`config.mk`:
```
export PLATFORM = sky130hd
export DESIGN_NAME = cnt_share_ctrl
export DESIGN_NICKNAME = d
export VERILOG_FILES = /design/src/rtl/cnt_share_pkg.sv /design/src/rtl/rr_arbiter.sv /design/src/rtl/cnt_share_ctrl.sv
export SDC_FILE = /design/constraint.sdc
export NUM_CORES = 1
export LEC_CHECK = 0
export ABC_AREA = 1
export ABC_CLOCK_PERIOD_IN_PS = 7200
export CAP_MARGIN = 5
export CORE_MARGIN = 10
export CORE_UTILIZATION = 65
export DETAILED_ROUTE_END_ITERATION = 12
export GPL_TIMING_DRIVEN = 1
export PLACE_DENSITY = 0.82
export SLEW_MARGIN = 20
export SYNTH_ARGS = -nofsm -noshare
export SYNTH_HDL_FRONTEND = slang
export SYNTH_SLANG_ARGS = --single-unit
```
`constraint.sdc`:
```
create_clock -name clk -period 7.2 [get_ports clk]
set_input_delay 0.72 -clock clk [delete_from_list [all_inputs] [get_ports clk]]
set_output_delay 0.72 -clock clk [all_outputs]
set_load 0.02 [all_outputs]
```
`src/rtl/cnt_share_pkg.sv`:
```
// Shared types and sizing helpers for the shared wide-counter controller.
package cnt_share_pkg;

    typedef enum logic [1:0] {
        CLEAR = 2'd0,
        START = 2'd1,
        STOP  = 2'd2,
        SNAP  = 2'd3
    } cmd_e;

    typedef enum logic {
        IDLE = 1'b0,
        READ = 1'b1
    } state_e;

    // Number of OUT_W-bit beats needed to carry a CNT_W-bit snapshot.
    function automatic int unsigned nbeat_f(input int unsigned cnt_w, input int unsigned out_w);
        return (cnt_w + out_w - 1) / out_w;
    endfunction

    // Requester-id width, never narrower than one bit.
    function automatic int unsigned idw_f(input int unsigned n);
        return (n <= 1) ? 1 : $clog2(n);
    endfunction

endpackage

```
`src/rtl/rr_arbiter.sv`:
```
// Round-robin arbiter: grants the first requester at or after ptr, and
// reports the pointer position just past the winner.
module rr_arbiter
    import cnt_share_pkg::*;
#(
    parameter  int unsigned N  = 3,
    localparam int unsigned PW = idw_f(N)
) (
    input  logic [N-1:0]  req,
    input  logic [PW-1:0] ptr,
    input  logic          accept,
    output logic [N-1:0]  gnt,
    output logic [PW-1:0] next_ptr
);

    logic          found;
    logic [PW-1:0] idx;

    // Scan requesters starting at ptr and pick the first one asserting req.
    always_comb begin
        gnt      = '0;
        next_ptr = ptr;
        found    = 1'b0;
        idx      = '0;
        if (accept) begin
            for (int unsigned k = 0; k < N; k++) begin
                idx = PW'((32'(ptr) + k) % N);
                if (!found && req[idx]) begin
                    found    = 1'b1;
                    gnt[idx] = 1'b1;
                    next_ptr = (idx == PW'(N - 1)) ? '0 : idx + PW'(1);
                end
            end
        end
    end

endmodule

```
`src/rtl/cnt_share_ctrl.sv`:
```
// Shared wide free-running counter with round-robin command arbitration
// and a narrow LSB-first snapshot readout port.
// Build option: define CNT_SHARE_SAT_EN to make the counter saturate at
// all-ones (wrapped then means "saturated") instead of wrapping modulo 2^CNT_W.
module cnt_share_ctrl
    import cnt_share_pkg::*;
#(
    parameter  int unsigned CNT_W = 121,
    parameter  int unsigned NREQ  = 3,
    parameter  int unsigned OUT_W = 14,
    localparam int unsigned NBEAT = nbeat_f(CNT_W, OUT_W),
    localparam int unsigned IDW   = idw_f(NREQ)
) (
    input  logic              clk,
    input  logic              reset,
    input  logic [NREQ-1:0]   req_valid,
    input  logic [2*NREQ-1:0] req_cmd,
    output logic [NREQ-1:0]   req_ready,
    output logic              rd_valid,
    output logic [OUT_W-1:0]  rd_data,
    output logic              rd_last,
    output logic [IDW-1:0]    rd_id,
    input  logic              rd_ready,
    output logic              running,
    output logic              wrapped,
    output logic              busy
);

    localparam int unsigned BW   = (NBEAT > 1) ? $clog2(NBEAT) : 1;
    localparam int unsigned PADW = NBEAT * OUT_W;

    logic [CNT_W-1:0] cnt_q, cnt_d;
    logic             running_q, running_d;
    logic             wrapped_q, wrapped_d;
    state_e           state_q, state_d;
    logic [IDW-1:0]   rr_ptr_q, rr_ptr_d;
    logic [CNT_W-1:0] shadow_q, shadow_d;
    logic [BW-1:0]    beat_q, beat_d;
    logic [IDW-1:0]   rd_id_q, rd_id_d;

    logic             arb_en;
    logic [NREQ-1:0]  gnt;
    logic             fire;
    logic [IDW-1:0]   gidx;
    cmd_e             gcmd;
    logic [PADW-1:0]  beat_shift;

    // Grants are only offered in IDLE and never while reset is asserted.
    assign arb_en = (state_q == IDLE) && !reset;

    rr_arbiter #(.N(NREQ)) u_arb (
        .req      (req_valid),
        .ptr      (rr_ptr_q),
        .accept   (arb_en),
        .gnt      (gnt),
        .next_ptr (rr_ptr_d)
    );

    assign req_ready = gnt;
    assign fire      = |gnt;

    // Encode the one-hot grant into an index and select that requester's command.
    always_comb begin
        gidx = '0;
        gcmd = CLEAR;
        for (int unsigned i = 0; i < NREQ; i++) begin
            if (gnt[i]) begin
                gidx = IDW'(i);
                gcmd = cmd_e'(req_cmd[2*i +: 2]);
            end
        end
    end

    // Counter advance, overflow tracking and command side effects.
    always_comb begin
        cnt_d     = cnt_q;
        running_d = running_q;
        wrapped_d = wrapped_q;
        if (running_q) begin
`ifdef CNT_SHARE_SAT_EN
            if (cnt_q != '1) begin
                cnt_d = cnt_q + CNT_W'(1);
                if (&cnt_d) wrapped_d = 1'b1;
            end
`else
            cnt_d = cnt_q + CNT_W'(1);
            if (&cnt_q) wrapped_d = 1'b1;
`endif
        end
        if (fire) begin
            case (gcmd)
                CLEAR: begin
                    cnt_d     = '0;
                    wrapped_d = 1'b0;
                end
                START:   running_d = 1'b1;
                STOP:    running_d = 1'b0;
                default: ;
            endcase
        end
    end

    // Snapshot capture on SNAP, then beat sequencing through READ.
    always_comb begin
        state_d  = state_q;
        shadow_d = shadow_q;
        beat_d   = beat_q;
        rd_id_d  = rd_id_q;
        case (state_q)
            IDLE: begin
                if (fire && gcmd == SNAP) begin
                    shadow_d = cnt_q;
                    rd_id_d  = gidx;
                    beat_d   = '0;
                    state_d  = READ;
                end
            end
            READ: begin
                if (rd_ready) begin
                    if (beat_q == BW'(NBEAT - 1)) state_d = IDLE;
                    else                          beat_d  = beat_q + BW'(1);
                end
            end
            default: state_d = IDLE;
        endcase
    end

    // State registers; reset aborts any readout in progress.
    always_ff @(posedge clk) begin
        if (reset) begin
            cnt_q     <= '0;
            running_q <= 1'b0;
            wrapped_q <= 1'b0;
            state_q   <= IDLE;
            rr_ptr_q  <= '0;
            shadow_q  <= '0;
            beat_q    <= '0;
            rd_id_q   <= '0;
        end else begin
            cnt_q     <= cnt_d;
            running_q <= running_d;
            wrapped_q <= wrapped_d;
            state_q   <= state_d;
            rr_ptr_q  <= rr_ptr_d;
            shadow_q  <= shadow_d;
            beat_q    <= beat_d;
            rd_id_q   <= rd_id_d;
        end
    end

    // Zero-extending the shadow makes the final beat's upper bits read as zero.
    assign beat_shift = PADW'(shadow_q) >> (32'(beat_q) * OUT_W);

    assign rd_valid = (state_q == READ);
    assign rd_data  = rd_valid ? beat_shift[OUT_W-1:0] : '0;
    assign rd_last  = rd_valid && (beat_q == BW'(NBEAT - 1));
    assign rd_id    = rd_id_q;
    assign running  = running_q;
    assign wrapped  = wrapped_q;
    assign busy     = (state_q != IDLE);

endmodule

```
-- Yosys cells after proc, flatten, opt, wreduce, memory -nomap -nowiden
Index checks and enable logic that the tools add are counted.
- $add $sub $neg: 7
- $mul: 1
- divide/modulo/power cells: 3
- magnitude comparators: 6
- eq/ne operators: 10
- shifts and indexed selects: 1
- muxes and demuxes: 50
- bitwise logic cells: 3
- reductions and logical operators: 20
- operator list (operator ; number):
    $mux 121 ; 3
    $add 121x1->121 const B ; 1
    $reduce_and 121->1 ; 1
    $shr 121x8->14 ; 1
    $mod 32x2->32 const B ; 2
    $mod 2x2->32 const B ; 1
    $mux 2 ; 10
    $mux 1 ; 18
    $mux 3 ; 6
    $mux 14 ; 1
    $mux 4 ; 3
    $eq 2x2->1 const B ; 5
    $lt 2x3->1 const B ; 3
    $logic_and 1x1->1 ; 8
    $pmux 4 s2 ; 1
    $mul 4x3->7 const B ; 1
    $add 2x1->2 const B ; 3
    $bmux 1 s2 ; 3
    $demux 1 s2 ; 3
    $ge 2x1->1 const B ; 3
    $or 3x3->3 ; 2
    $reduce_and 2->1 ; 3
    $add 4x1->4 const B ; 1
    $eq 4x4->1 const B ; 1
    13 further kinds ; 17
- register bits after elaboration: 253
- input port bits: 12
- output and inout bits: 24

-- Longest topological paths before layout
Gate-level depths: netlist of run 1.
- depth after elaboration: 20
- mapped depth: 22
- mapped depth without buffers: 21

-- By module
A second synthesis of run 1 with hierarchy kept.
- cells, all modules: 2071
- area, all modules: 13356.6 sq um
- by module, submodules not included (module ; times used ; cells each ; area each (sq um) ; sequential area each (sq um)):
    cnt_share_ctrl ; 1 ; 2003 ; 13012.5 ; 5064.9
    rr_arbiter ; 1 ; 68 ; 344.1 ; 0.0

-- Worst setup path after synthesis of run 1
No wires, ideal clock.
- kind: register to register
- start point: register rr_ptr_q[0]
- end point: register shadow_q[63]
- setup time: 116 ps
- arrival time: 2499 ps
- required time: 7084 ps
- slack: 4585 ps
- stages on the path, launching flop included: 21
- clock period less this slack: 2615 ps
- cells stage by stage: dfxtp_1 -> inv_1 -> ha_1 -> inv_2 -> nand2_1 -> nand3_1 -> nand2_1 -> nand3_1 -> nand3_1 -> nand3_1 -> inv_1 -> nand2_1 -> nand2_1 -> nand2_1 -> nand2_1 -> ha_1 -> nand2_4 -> buf_8 -> buf_6 -> o21ai_0 -> nor2_1
- cells in the longest elaborated chain, start to end: 19
- elaborated cells on any way between the ends: 49
- those cells by class: 2 x add/sub; 3 x div; 6 x order compare; 1 x eq/ne; 25 x mux; 2 x bitwise; 10 x reduce/logical
- ends and longest elaborated chain (element ; RTL line ; text):
    start, declared ; cnt_share_ctrl.sv:36 ; logic [IDW-1:0] rr_ptr_q, rr_ptr_d;
    start signal, assigned ; cnt_share_ctrl.sv:144 ; rr_ptr_q <= rr_ptr_d;
    branches (longest 11 deep; another with $mod 32x2->32) ; - ;
    $mux 3 (*) ; rr_arbiter.sv:28 ; if (!found && req[idx]) begin
    $mux 3 (*) ; rr_arbiter.sv:25 ; if (accept) begin
    net req_ready[0] ; cnt_share_ctrl.sv:18 ; output logic [NREQ-1:0] req_ready,
    $mux 2 (3 in a row) ; cnt_share_ctrl.sv:67 ; if (gnt[i]) begin
    $eq 2x2->1 ; cnt_share_ctrl.sv:111 ; if (fire && gcmd == SNAP) begin
    $logic_and 1x1->1 (*) ; cnt_share_ctrl.sv:111 ;
    $reduce_and 2->1 (no source line) (*) ; - ;
    end signal, assigned ; cnt_share_ctrl.sv:145 ; shadow_q <= shadow_d;
    end, declared ; cnt_share_ctrl.sv:37 ; logic [CNT_W-1:0] shadow_q, shadow_d;
Mark *: on every way through the listed nets, which the timed path passes. The select of a mux whose other input is x is not followed.
A chain may end at the register's enable or synchronous reset.

-- Worst setup path in the final report of run 1
- start point: register beat_q[0]
- end point: output rd_data[10]
- cells in the longest elaborated chain, start to end: 3
- ends and longest elaborated chain (element ; RTL line ; text):
    start, declared ; cnt_share_ctrl.sv:38 ; logic [BW-1:0] beat_q, beat_d;
    start signal, assigned ; cnt_share_ctrl.sv:146 ; beat_q <= beat_d;
    $mul 4x3->7 ; cnt_share_ctrl.sv:152 ; assign beat_shift = PADW'(shadow_q) >> (32'(beat_q) * OUT_W);
    $shr 121x8->14 ; cnt_share_ctrl.sv:152 ;
    $mux 14 ; cnt_share_ctrl.sv:155 ; assign rd_data = rd_valid ? beat_shift[OUT_W-1:0] : '0;
    end, declared ; cnt_share_ctrl.sv:20 ; output logic [OUT_W-1:0] rd_data,
No other way between the ends.

==> results.cfg, run 1 <==
[sta]
post-route-period-util_pct = 64.7
report.final.slew_viol_count = 0
hold_violations = 0
fin_crit_ns = 4.66
whs_ns = 0.476
rsz0062_at_grt = false
max_freq_ghz = 0.215
setup_viol = 0
fin_tns_setup_ns = 0
max_slew_margin_pct = 26.6
tightestPinTransition_ns = 1.10
worst_clock_skew_ns = 0.0165
setup_ws_ns = 2.54

[synth]
avgSynthCellArea_um2 = 6.87
yosysSeqAreaShare_pct = 37.1
ys.warnings.count = 0
ys_top_cells_by_area = dfxtp_1, nor2_1, nand2_1
synth_top_area_share_pct = 37.1
synth_largest_area_cell = dfxtp_1
async_flop_share_pct = 0
synth_cells = 1989
synth_flop_cell = dfxtp_1
synth_seq_cells = 253
syn_nets = 2011
synth-edff-count = 0
ys_types = 49
synth_area_mm2 = 0.0137

[worst_setup_path]
cp_slowest_cell = clkdlybuf4s50_1
crit_path_end_kind = primary output
worstPathCellList = buf_4 -> inv_1 -> buf_4 -> o21ai_0 -> o22ai_1 -> o21ai_0 -> a31oi_1 -> clkdlybuf4s50_1
start_kind = flip-flop
worstPathArrival_ns = 3.94
path_class = flip-flop to primary output
cp_top_family = buffers and inverters
max_stage_delay_ns = 0.70
critPathMaxFanout = 61
path_buf_inv = 4
required_ns = 6.48

[flow_run]
max_cap_violations = 0

[power]
power_mw = 3.90
peakVddDrop_uv = 230
powerDensity_mw_per_mm2 = 262
p_leak_nw = 5.11

[finish]
fill_cells = 1722
final_common_cell = nor2_1
nNetsFinal = 2000
final_core_util_pct = 72.8
antenna_cells = 0
syn_to_final_growth_pct = 8.88
drive_gt1_share_pct = 6.65
layout_common_cells = nor2_1, nand2_1, dfxtp_1

[grt]
grt_pass1_wl_mm = 68.7
antenna_found_initial = 3
overflow = 0
track_usage_pct = 32.0
grt_start_max_net_pins = 128
grt_pass1_vias = 12500

[detailed_routing]
ant_nets = 0
vias = 13900
first_pass_iters = 8
drc = 0
wl_per_cell_um = 19.9
drt_iter0_drc = 2279
vias_per_cell = 6.14
drt-total-wl_mm = 45.3

[clocking]
htreeDepth = 1
cts_tree = done
cts_sinks = 253
ctsHoldBuffers = 0
worstSkewPairLatency_ns = 0.56
root_buffer = clkbuf_16
cts_setup_buffers = 0
post_cts_resized = 0
clk_pin_slew_ns = 0.06
cts_max_path_buffers = 3
cts_buffers = 27

[floorplan]
core_mm2 = 0.0204
dieArea_mm2 = 0.0272
fp.dieH_um = 165
io_pins = 36
rows = 52
start_util_pct = 66.9
die-width_um = 165

[placed_design]
dp_slack_ns = 2.81
dp_hpwl_mm = 33.2
gp_congestion = 1.04
port_buffers = 35

[worst_hold_path]
hp-class = flip-flop to flip-flop

[outcome]
status = completed
-- cells in the mapped netlist, types with 2 or more instances --
cell type / count
o21ai_0: 164
or2_2: 2
nand3_1: 114
buf_4: 3
nor2_4: 20
nor2_2: 30
nor3_1: 56
o22ai_1: 5
dfxtp_1: 253
buf_8: 2
xor2_1: 78
nor4_1: 8
nand2_2: 6
ha_1: 10
nand2_1: 260
nand3b_1: 3
xnor2_1: 30
clkbuf_2: 2
inv_1: 140
buf_12: 2
a31oi_1: 6
nand4_1: 71
nor3_2: 2
buf_1: 2
nor2_1: 559
buf_2: 10
buf_6: 25
o221ai_1: 18
nor3b_1: 3
o21ai_1: 32
nor4_2: 2
clkbuf_1: 38
clkinv_1: 2
a21oi_1: 14
inv_2: 3
-- power breakdown --
group / leakage [nW] / internal (mW) / total [mW] / switching (mW)
logic: 2.56 / 0.205 / 0.724 / 0.519
registers: 2.04 / 1.50 / 1.58 / 0.0742
clock network: 0.515 / 0.999 / 1.60 / 0.600
total: 5.11 / 2.71 / 3.90 / 1.19
-- kinds of logic after synthesis --
| group | after synthesis | synth area share (%) |
|---|---|---|
| AO/OA/AOI/OAI | 242 | 9.59 |
| flip-flops | 253 | 37.1 |
| adder cells (fa/ha/maj) | 10 | 0.916 |
| XOR/XNOR | 108 | 6.92 |
| AND/OR/NAND/NOR | 1146 | 37.2 |
| buffers and inverters | 230 | 8.30 |
-- routing by layer --
metal	wire length (µm)	global-route usage [%]	part of all wire [%]
met1	18800	45.4	42
met2	19400	48.5	43
met3	5610	5.97	12
met4	1390	9.42	3.1
met5	14	0	0.031
-- state kept, by name (all words and copies together) (netlist names) --
signal and count:
busy 1, beat_q 4, rd_id 2, shadow_q 121
running 1, wrapped 1, rr_ptr_q 2, cnt_q 121
-- worst paths after layout --
| kind | start | to | slack, ns | depth (start not counted) |
|---|---|---|---|---|
| hold / removal | shadow_q[77]$_SDFFE_PP0P_ | shadow_q[77]$_SDFFE_PP0P_ | 0.48 | 2 |
| setup reg to reg | rr_ptr_q[0]$_SDFFE_PP0P_ | cnt_q[92]$_SDFF_PP0_ | 3.12 | 18 |
| setup / recovery | beat_q[0]$_SDFFE_PP0P_ | rd_data[10] | 2.54 | 8 |
| hold reg to reg | shadow_q[77]$_SDFFE_PP0P_ | shadow_q[77]$_SDFFE_PP0P_ | 0.48 | 2 |
-- tightest hold or removal path: stages, from the launching register on --
cell	delay [ns]
dfxtp_1	0.32
nor2_1	0.04
nor2_1	0.08
-- per-stage QoR --
stage                     instances  instance area (µm²)
final                          2269                14900
after global routing           2269                14900
after CTS                      2269                14900
after detailed placement       2219                13800
after global placement         2219                13800
after floorplan                1989                13700
-- final cells by class --
class                           instances  area (µm²)  area share [%]
Tap cell                              270         338            2.27
Sequential cell                       253        5070            34.0
Inverter                              146         551            3.70
Clock inverter                         12         229            1.54
Timing Repair Buffer                   44         418            2.81
Multi-Input combinational cell       1506        7470            50.2
Clock buffer                           38         807            5.42
(Power assumes the default switching activity.)
==> run 2: changes to the inputs <==
ABC_CLOCK_PERIOD_IN_PS = 4900   (was 7200)
CORE_UTILIZATION = 63   (was 65)
PLACE_DENSITY = 0.8   (was 0.82)
clock period = 4.9 ns   (was 7.2 ns; I/O delays follow)
==> results.cfg, run 2 (synthesis gave the netlist of run 1 again) <==
[outcome]
status = completed

[worst_setup_path]
r2r_end = cnt_q[99]$_SDFF_PP0_
crit_path_end_kind = primary output
r2r-start = rr_ptr_q[0]$_SDFFE_PP0P_
start_kind = flip-flop
path_buf_inv = 2
required_ns = 4.41
path_class = flip-flop to primary output
critPathMaxFanout = 31
ff2ff_path_depth = 18
worstPathArrival_ns = 3.85
rrSetupSlack_ns = 1.40
cp_top_family = buffers and inverters
worstPathCellList = inv_1 -> o21ai_0 -> o221ai_1 -> nand3_1 -> o21ai_0 -> clkdlybuf4s50_1
cp_slowest_cell = dfxtp_1
max_stage_delay_ns = 1.06
path_common_cell = o21ai_0

[placed_design]
dp_slack_ns = 1.12
place_area_mm2 = 0.0139
port_buffers = 35
gp_congestion = 1.03
dp_hpwl_mm = 34.5

[finish]
final_core_util_pct = 70.0
layout_common_cells = nor2_1, nand2_1, dfxtp_1
reg_top3 = cnt_q: 121 flops, shadow_q: 121 flops, beat_q: 4 flops
stdcell_area_mm2 = 0.0148
drive_gt1_share_pct = 6.56
nNetsFinal = 2000
fill_cells = 1830
syn_to_final_growth_pct = 8.41
final_common_cell = nor2_1

[sta]
rsz0062_at_grt = false
max_slew_margin_pct = 25.2
setup_ws_ns = 0.564
report.final.slew_viol_count = 0
tightestPinTransition_ns = 1.12
hold_violations = 0
whs_ns = 0.483
max_freq_ghz = 0.231
worst_clock_skew_ns = 0.0275
setup_viol = 0
post-route-period-util_pct = 88.5
fin_tns_setup_ns = 0
fin_crit_ns = 4.34

[clocking]
cts_tree = done
cts_buffers = 27
ctsHoldBuffers = 0
cts_sinks = 253
cts_max_path_buffers = 3
root_buffer = clkbuf_16
htreeDepth = 1
clk_pin_slew_ns = 0.07
cts_setup_buffers = 0
worstSkewPairLatency_ns = 0.56
post_cts_resized = 0

[power]
powerDensity_mw_per_mm2 = 375
p_leak_nw = 5.06
peakVddDrop_uv = 268

[floorplan]
core_mm2 = 0.0212
die-width_um = 167
dieArea_mm2 = 0.0280
io_pins = 36
start_util_pct = 64.6
fp.dieH_um = 167
rows = 53

[detailed_routing]
drt-total-wl_mm = 46.0
drt_iter0_drc = 2153
drc = 0
first_pass_iters = 6
wl_per_cell_um = 20.2
vias_per_cell = 6.05
ant_nets = 0
vias = 13800

[flow_run]
max_cap_violations = 0

[grt]
overflow = 0
grt_pass1_wl_mm = 70.4
grt_start_max_net_pins = 131
antenna_found_initial = 0
track_usage_pct = 31.1
grt_pass1_vias = 12500

[worst_hold_path]
min-delay-start = shadow_q[74]$_SDFFE_PP0P_
holdPathEnd = shadow_q[74]$_SDFFE_PP0P_
whs_path_depth = 2
hp-class = flip-flop to flip-flop
-- run 2: worst reg2reg max path, stage by stage (launching register included) --
cell	delay (ns)
dfxtp_1	0.39
inv_1	0.09
ha_1	0.39
inv_2	0.12
nand3_1	0.11
nand2_1	0.12
nand3_1	0.10
nor2_1	0.20
o21ai_4	0.12
o21ai_0	0.19
inv_1	0.05
nand2_1	0.05
nand2_1	0.08
inv_1	0.07
ha_1	0.13
nand2_1	0.08
nand2_4	0.41
buf_4	0.55
nor2_1	0.12
-- run 2: metrics by stage --
stage | cells | total power, mW
final | 2274 | 5.56
after global routing | 2273 | 5.77
after CTS | 2273 | 5.53
after detailed placement | 2224 | 3.42
after global placement | 2224 | 3.38
after floorplan | 1989 | 3.25
-- run 2: per-layer routing --
metal	track usage, %	share of wire (%)	vias up
met5	0	0	-
met4	11.2	3.6	0
met3	5.17	13	106
met2	45.7	42	845
met1	44.8	42	6344
li1	-	-	6458
-- run 2: power breakdown --
part	leakage, nW	total, mW	switching, mW	internal (mW)
clock network	0.454	2.15	0.889	1.26
registers	2.04	2.34	0.127	2.21
logic	2.57	1.08	0.756	0.319
-- run 2: final cells by class --
class | count | area, µm² | area share, %
multi-input combinational | 1506 | 7470 | 50.4
sequential | 253 | 5070 | 34.2
inverter | 146 | 551 | 3.72
clock inverter | 14 | 179 | 1.21
tap | 275 | 344 | 2.32
antenna | 1 | 2.50 | 0.0169
timing repair buffer | 44 | 447 | 3.01
clock buffer | 35 | 756 | 5.10
-- run 2: worst max path at each step --
stage                              from                        end  slack (ns)  cells past startpoint
2_1_floorplan  rr_ptr_q[0]$_SDFFE_PP0P_  shadow_q[67]$_SDFFE_PP0P_        2.29                     20
3_3_place_gp               req_valid[0]     beat_q[1]$_SDFFE_PP0P_        1.28                     19
3_5_place_dp               req_valid[2]  shadow_q[87]$_SDFFE_PP0P_        1.12                     15
4_1_cts          beat_q[1]$_SDFFE_PP0P_                 rd_data[5]        0.72                      6
5_1_grt          beat_q[1]$_SDFFE_PP0P_                 rd_data[5]        0.49                      6
6_report         beat_q[1]$_SDFFE_PP0P_                 rd_data[5]        0.56                      6
